[src/rtl/vga_plot_arbiter.sv]
// ---------------------------------------------------------------------------
// vga_plot_arbiter
//
// Shares the VGA adapter pixel-write port (160x120, 3-bit colour) between
// NUM_REQ pixel producers. The port is granted for a whole burst: a burst runs
// from the first transfer up to and including the transfer flagged last.
// Bursts are granted round-robin. A granted requester that stays silent for
// IDLE_TIMEOUT consecutive cycles loses its grant. The pixel outputs toward
// the adapter are registered, and pixels outside the screen are dropped and
// counted.
//
// Ports:
//   CLOCK_50    in   system clock
//   rst_n       in   synchronous, active-low reset
//   req_valid   in   [NUM_REQ]      per-requester pixel valid
//   req_last    in   [NUM_REQ]      final pixel of a burst (used on transfer)
//   req_x       in   [8*NUM_REQ]    packed x, requester i at [8i+7:8i]
//   req_y       in   [7*NUM_REQ]    packed y, requester i at [7i+6:7i]
//   req_colour  in   [3*NUM_REQ]    packed colour, requester i at [3i+2:3i]
//   req_ready   out  [NUM_REQ]      equals grant
//   grant       out  [NUM_REQ]      registered one-hot grant, zero when idle
//   busy        out                 high while a grant is held
//   clip_count  out  [16]           saturating count of clipped pixels
//   vga_plot    out                 registered plot strobe
//   vga_x       out  [8]            registered x
//   vga_y       out  [7]            registered y
//   vga_colour  out  [3]            registered colour
// ---------------------------------------------------------------------------
module vga_plot_arbiter #(
  parameter int NUM_REQ      = 3,
  parameter int H_RES        = 160,
  parameter int V_RES        = 120,
  parameter int IDLE_TIMEOUT = 64
) (
  input  logic                 CLOCK_50,
  input  logic                 rst_n,
  input  logic [NUM_REQ-1:0]   req_valid,
  input  logic [NUM_REQ-1:0]   req_last,
  input  logic [8*NUM_REQ-1:0] req_x,
  input  logic [7*NUM_REQ-1:0] req_y,
  input  logic [3*NUM_REQ-1:0] req_colour,
  output logic [NUM_REQ-1:0]   req_ready,
  output logic [NUM_REQ-1:0]   grant,
  output logic                 busy,
  output logic [15:0]          clip_count,
  output logic                 vga_plot,
  output logic [7:0]           vga_x,
  output logic [6:0]           vga_y,
  output logic [2:0]           vga_colour
);

  localparam int IDX_W = (NUM_REQ > 1) ? $clog2(NUM_REQ) : 1;
  // One extra bit so ptr + offset can exceed NUM_REQ before wrapping.
  localparam int CW    = IDX_W + 1;
  localparam int CNT_W = (IDLE_TIMEOUT > 1) ? $clog2(IDLE_TIMEOUT) : 1;

  localparam logic [CNT_W-1:0] CNT_LAST = CNT_W'(IDLE_TIMEOUT - 1);
  localparam logic [8:0]       X_LIM    = 9'(H_RES);
  localparam logic [7:0]       Y_LIM    = 8'(V_RES);

  typedef enum logic {
    ST_IDLE,
    ST_GRANTED
  } state_t;

  state_t             state_q;
  logic [NUM_REQ-1:0] grant_q;
  logic [IDX_W-1:0]   g_q;        // index of the granted requester
  logic [IDX_W-1:0]   ptr_q;      // round-robin start point
  logic [CNT_W-1:0]   idle_cnt_q;
  logic               plot_q;
  logic [7:0]         x_q;
  logic [6:0]         y_q;
  logic [2:0]         colour_q;
  logic [15:0]        clip_q;

  logic [NUM_REQ-1:0] grant_d;
  logic [IDX_W-1:0]   ptr_d;

  // Per-requester views of the packed data buses.
  logic [7:0] x_arr      [NUM_REQ];
  logic [6:0] y_arr      [NUM_REQ];
  logic [2:0] colour_arr [NUM_REQ];

  for (genvar gi = 0; gi < NUM_REQ; gi++) begin : g_unpack
    assign x_arr[gi]      = req_x[8*gi +: 8];
    assign y_arr[gi]      = req_y[7*gi +: 7];
    assign colour_arr[gi] = req_colour[3*gi +: 3];
  end

  // Round-robin pick: first valid requester at or after ptr_q, wrapping.
  // Scanning from the far end downward lets the closest candidate win.
  logic             sel_found;
  logic [IDX_W-1:0] sel_idx;
  logic [CW-1:0]    cand;

  always_comb begin
    sel_found = 1'b0;
    sel_idx   = '0;
    cand      = '0;
    for (int k = NUM_REQ - 1; k >= 0; k--) begin
      cand = {1'b0, ptr_q} + CW'(k);
      if (cand >= CW'(NUM_REQ)) begin
        cand = cand - CW'(NUM_REQ);
      end
      if (req_valid[cand[IDX_W-1:0]]) begin
        sel_found = 1'b1;
        sel_idx   = cand[IDX_W-1:0];
      end
    end
  end

  always_comb begin
    grant_d          = '0;
    grant_d[sel_idx] = 1'b1;
  end

  // Pointer value after releasing requester g_q.
  assign ptr_d = (g_q == IDX_W'(NUM_REQ - 1)) ? '0 : g_q + IDX_W'(1);

  // grant_q is zero outside GRANTED, so a transfer needs no state qualifier.
  logic       xfer;
  logic       xfer_last;
  logic       release_now;
  logic [7:0] sel_x;
  logic [6:0] sel_y;
  logic [2:0] sel_colour;
  logic       in_range;

  assign xfer        = |(req_valid & grant_q);
  assign xfer_last   = |(req_last & grant_q);
  // A last-pixel transfer always wins; the timeout only applies on a silent
  // cycle, so the two can never both be taken.
  assign release_now = xfer ? xfer_last : (idle_cnt_q == CNT_LAST);

  assign sel_x      = x_arr[g_q];
  assign sel_y      = y_arr[g_q];
  assign sel_colour = colour_arr[g_q];
  assign in_range   = ({1'b0, sel_x} < X_LIM) && ({1'b0, sel_y} < Y_LIM);

  always_ff @(posedge CLOCK_50) begin
    if (!rst_n) begin
      state_q    <= ST_IDLE;
      grant_q    <= '0;
      g_q        <= '0;
      ptr_q      <= '0;
      idle_cnt_q <= '0;
      plot_q     <= 1'b0;
      x_q        <= '0;
      y_q        <= '0;
      colour_q   <= '0;
      clip_q     <= '0;
    end else begin
      // Pixel pipeline: one registered stage toward the adapter.
      plot_q <= 1'b0;
      if (xfer) begin
        if (in_range) begin
          plot_q   <= 1'b1;
          x_q      <= sel_x;
          y_q      <= sel_y;
          colour_q <= sel_colour;
        end else if (clip_q != 16'hFFFF) begin
          clip_q <= clip_q + 16'd1;
        end
      end

      case (state_q)
        ST_IDLE: begin
          if (sel_found) begin
            state_q    <= ST_GRANTED;
            grant_q    <= grant_d;
            g_q        <= sel_idx;
            idle_cnt_q <= '0;
          end
        end
        ST_GRANTED: begin
          if (release_now) begin
            state_q    <= ST_IDLE;
            grant_q    <= '0;
            ptr_q      <= ptr_d;
            idle_cnt_q <= '0;
          end else if (xfer) begin
            idle_cnt_q <= '0;
          end else begin
            idle_cnt_q <= idle_cnt_q + CNT_W'(1);
          end
        end
        default: begin
          state_q <= ST_IDLE;
          grant_q <= '0;
        end
      endcase
    end
  end

  assign grant      = grant_q;
  assign req_ready  = grant_q;
  assign busy       = (state_q == ST_GRANTED);
  assign clip_count = clip_q;
  assign vga_plot   = plot_q;
  assign vga_x      = x_q;
  assign vga_y      = y_q;
  assign vga_colour = colour_q;

endmodule

[config.mk]
export PLATFORM = sky130hd
export DESIGN_NAME = vga_plot_arbiter
export DESIGN_NICKNAME = d
export VERILOG_FILES = /design/src/rtl/vga_plot_arbiter.sv
export SDC_FILE = /design/constraint.sdc
export NUM_CORES = 1
export LEC_CHECK = 0
export BUFFER_PORTS_ARGS = -buffer_cell sky130_fd_sc_hd__buf_2
export CELL_PAD_IN_SITES_DETAIL_PLACEMENT = 0
export CELL_PAD_IN_SITES_GLOBAL_PLACEMENT = 1
export CORE_ASPECT_RATIO = 0.6
export CORE_MARGIN = 2
export CORE_UTILIZATION = 35
export CTS_CLUSTER_SIZE = 8
export DETAILED_ROUTE_END_ITERATION = 8
export GPL_TIMING_DRIVEN = 0
export PLACE_DENSITY = 0.91
export SLEW_MARGIN = 20
export SYNTH_ARGS = -nofsm -noshare
export SYNTH_HDL_FRONTEND = slang
export SYNTH_SLANG_ARGS = --single-unit
export TNS_END_PERCENT = 50
[constraint.sdc]
create_clock -name CLOCK_50 -period 5.74 [get_ports CLOCK_50]
set_input_delay 0.287 -clock CLOCK_50 [delete_from_list [all_inputs] [get_ports CLOCK_50]]
set_output_delay 0.287 -clock CLOCK_50 [all_outputs]
set_load 0.01 [all_outputs]
==> results.py <==
metrics = {
    "detailed_routing": {
        "finalWirelength_mm": 7.91,
        "post_drt_wl_per_cell_um": 14.4,
        "drc": 0,
        "drt_iter0_drc": 181,
        "dr.pass1.iters": 4,
        "routed_via_density": 5.22,
        "ant_nets": 0,
        "vias": 2864,
    },
    "setup_path": {
        "reg2reg_slack_ps": 3410,
        "worst_ep_required_time_ps": 5950,
        "reg2reg_from": "g_q[1]$_SDFFE_PN0P_",
        "crit_type": "flip-flop to flip-flop",
        "critical_path_buf_inv_count": 2,
        "cp_top_family": "buffers and inverters",
        "crit_fanout": 10,
        "critical_path_arrival_ps": 2540,
        "cp_common_cell": "clkbuf_1",
        "start_kind": "flip-flop",
        "r2r-end": "clip_count[2]$_SDFFE_PN0P_",
        "cp_cell_sequence": "clkbuf_1 > a2bb2oi_1 > a21oi_4 > nor2_2 > clkbuf_1 > o21ai_0 > a21oi_1",
        "crit_slowest_cell": "clkbuf_1",
        "reg2reg_depth": 7,
        "cp_slowest_stage_delay_ps": 440,
        "critPathCaptureType": "flip-flop",
    },
    "timing": {
        "final.setup.tns_ps": 0,
        "slew_headroom": 0.577,
        "hold_viol": 0,
        "setup_viol": 0,
        "rsz0062_at_grt": "no",
        "min_period_ps": 2330,
        "fmax_mhz": 430,
        "slew_viol_final": 0,
        "worst_slew_pin_slew_ps": 635,
        "holdWs_ps": 324,
        "skew_ps": 3.94,
        "period_share": 0.406,
    },
    "floorplan": {
        "fp.dieW_um": 118,
        "row_count": 24,
        "coreArea_mm2": 0.00742,
        "die_area_mm2": 0.00855,
        "initial_core_util": 0.368,
        "die_h_um": 72.4,
        "num_io_pins": 104,
    },
    "power_and_ir_drop": {
        "powerDensity_mw_per_mm2": 241,
        "vdd_drop_max_mv": 0.116,
        "p_leak_nw": 1.48,
    },
    "clock_tree": {
        "postCtsSetupBuffers": 0,
        "cts_tree": "yes",
        "holdBufCountCts": 0,
        "cts_resized": 0,
        "cts_sinks": 49,
        "htree_num_levels": 2,
        "clock_latency_ps": 290,
        "clk_pin_slew_ps": 70,
        "cts_buffers": 5,
        "clockBufferDepth": 2,
        "cts_root_buffer": "clkbuf_16",
    },
    "synth": {
        "synth_edf_count": 0,
        "async_flop_share": 0,
        "syn_inst": 334,
        "avgSynthCellArea_um2": 8.18,
        "synth_cell_type_count": 47,
        "dominantRegCellSynth": "dfxtp_1",
        "yosys_warnings": 0,
        "syn_nets": 402,
        "synth-seq-area-share": 0.359,
        "synth_area_mm2": 0.00273,
        "ys_seq_elements": 49,
    },
    "placed_design": {
        "hpwl_mm": 6.10,
        "gp_congestion": 0.832,
        "port_buffers": 103,
    },
    "final_layout": {
        "final_common_cell": "buf_2",
        "drive_above_1_share": 0.292,
        "final_cell_mix": "buf_2 (109), dfxtp_1 (49), nor2_1 (42), mux2i_1 (28), a21oi_1 (27)",
        "diodes": 0,
        "fin_nets": 512,
        "fin_util": 0.479,
        "syn_to_final_growth_pct": 30.1,
        "num-fill-cells": 782,
    },
    "outcome": {
        "status": "finished, final reports clean",
    },
    "hold_path": {
        "worstHoldStart": "req_colour[6]",
        "hold_path_class": "primary input to flip-flop",
        "hold_depth": 3,
        "min_to": "vga_colour[0]$_SDFFE_PN0P_",
    },
    "run": {
        "maxCapViolCount": 0,
    },
    "grt": {
        "antenna_found_initial": 0,
        "overflow": 0,
        "grt_usage": 0.186,
        "grt_max_degree": 16,
        "grt_pass1_vias": 2656,
        "grt_pass1_wl_mm": 13.0,
    },
}
==> logic make-up (layout without fill, tap and decap cells) <==
group                      Yosys count  in the layout  synth area share
AOI/OAI and AO/OA                   85             85             0.206
adders and majority gates            6              6            0.0275
buffers and inverters               30            141            0.0508
muxes                               28             28             0.103
and+or+nand+nor                    136            136             0.254
DFF                                 49             49             0.359
==> layout make-up <==
cell class,count,area (µm²),area share
multi-input combinational,255,1610,0.454
sequential,49,981,0.276
timing repair buffer,103,515,0.145
clock buffer,6,139,0.0391
tap,104,130,0.0366
buffer,24,116,0.0327
clock inverter,2,37.5,0.0106
inverter,6,22.5,0.00634
==> flip-flops by register name, indices dropped and copies added (netlist names) <==
| register | flops |
|---|---|
| busy | 1 |
| clip_count | 16 |
| g_q | 2 |
| grant | 3 |
| idle_cnt_q | 6 |
| ptr_q | 2 |
| vga_colour | 3 |
| vga_plot | 1 |
| vga_x | 8 |
| vga_y | 7 |
==> metal layers <==
metal	GRT usage	share of wire	vias up
met5	0	0	-
met4	0.0348	0.0032	0
met3	0.0480	0.067	5
met2	0.283	0.43	86
met1	0.268	0.50	1330
li1	-	-	1443
==> power breakdown <==
group / internal (mW) / switching [mW]
sequential: 0.354 / 0.00944
combinational: 0.0611 / 0.0815
clock: 0.218 / 0.132
total: 0.633 / 0.223
==> through the flow <==
stage / total power [mW] / instances / area [µm²] / setup slack [ps]
CTS: 0.863 / 549 / 3550 / 3320
finish: 0.856 / 549 / 3550 / 3410
floorplan: 0.456 / 334 / 2730 / 3700
detailed placement: 0.515 / 541 / 3380 / 3370
global route: 0.895 / 549 / 3550 / 3120
global placement: 0.512 / 541 / 3380 / 3410
==> cell usage after synthesis (3+ instances only) <==
| cell | count | area share |
|---|---|---|
| dfxtp_1 | 49 | 0.36 |
| nor2_1 | 42 | 0.058 |
| mux2i_1 | 28 | 0.10 |
| a21oi_1 | 27 | 0.049 |
| nand2_1 | 22 | 0.030 |
| a211oi_1 | 14 | 0.038 |
| o21ai_0 | 14 | 0.026 |
| clkbuf_1 | 13 | 0.018 |
| nor3_1 | 13 | 0.024 |
| nand3_1 | 11 | 0.020 |
| or3_1 | 9 | 0.021 |
| nand4_1 | 7 | 0.016 |
| buf_2 | 6 | 0.011 |
| ha_1 | 6 | 0.027 |
| inv_1 | 6 | 0.0082 |
| nand2b_1 | 6 | 0.014 |
| nor2b_1 | 6 | 0.014 |
| a2bb2oi_1 | 4 | 0.013 |
| a31oi_1 | 4 | 0.0092 |
| and3_1 | 4 | 0.0092 |
| o2bb2ai_1 | 4 | 0.013 |
| a22o_1 | 3 | 0.0096 |
| buf_4 | 3 | 0.0082 |
| or4_1 | 3 | 0.0082 |
==> worst max path at each step <==
stage                                 endpoint  depth (start not counted)                   from  slack [ps]
floorplan                grant[2]$_SDFFE_PN0P_                          9  ptr_q[0]$_SDFFE_PN0P_        3700
CTS                 clip_count[2]$_SDFFE_PN0P_                          7    g_q[1]$_SDFFE_PN0P_        3320
detailed placement       vga_y[2]$_SDFFE_PN0P_                          6    g_q[1]$_SDFFE_PN0P_        3370
finish              clip_count[2]$_SDFFE_PN0P_                          7    g_q[1]$_SDFFE_PN0P_        3410
global route        clip_count[2]$_SDFFE_PN0P_                          7    g_q[1]$_SDFFE_PN0P_        3120
global placement    clip_count[7]$_SDFFE_PN0P_                          7    g_q[1]$_SDFFE_PN0P_        3410
==> tightest hold or removal path: cells and delay by family <==
| kind | cells | cell delay [ps] |
|---|---|---|
| compound gates | 2 | 180 |
| buf+inv | 1 | 90 |
(Power assumes the default switching activity.)
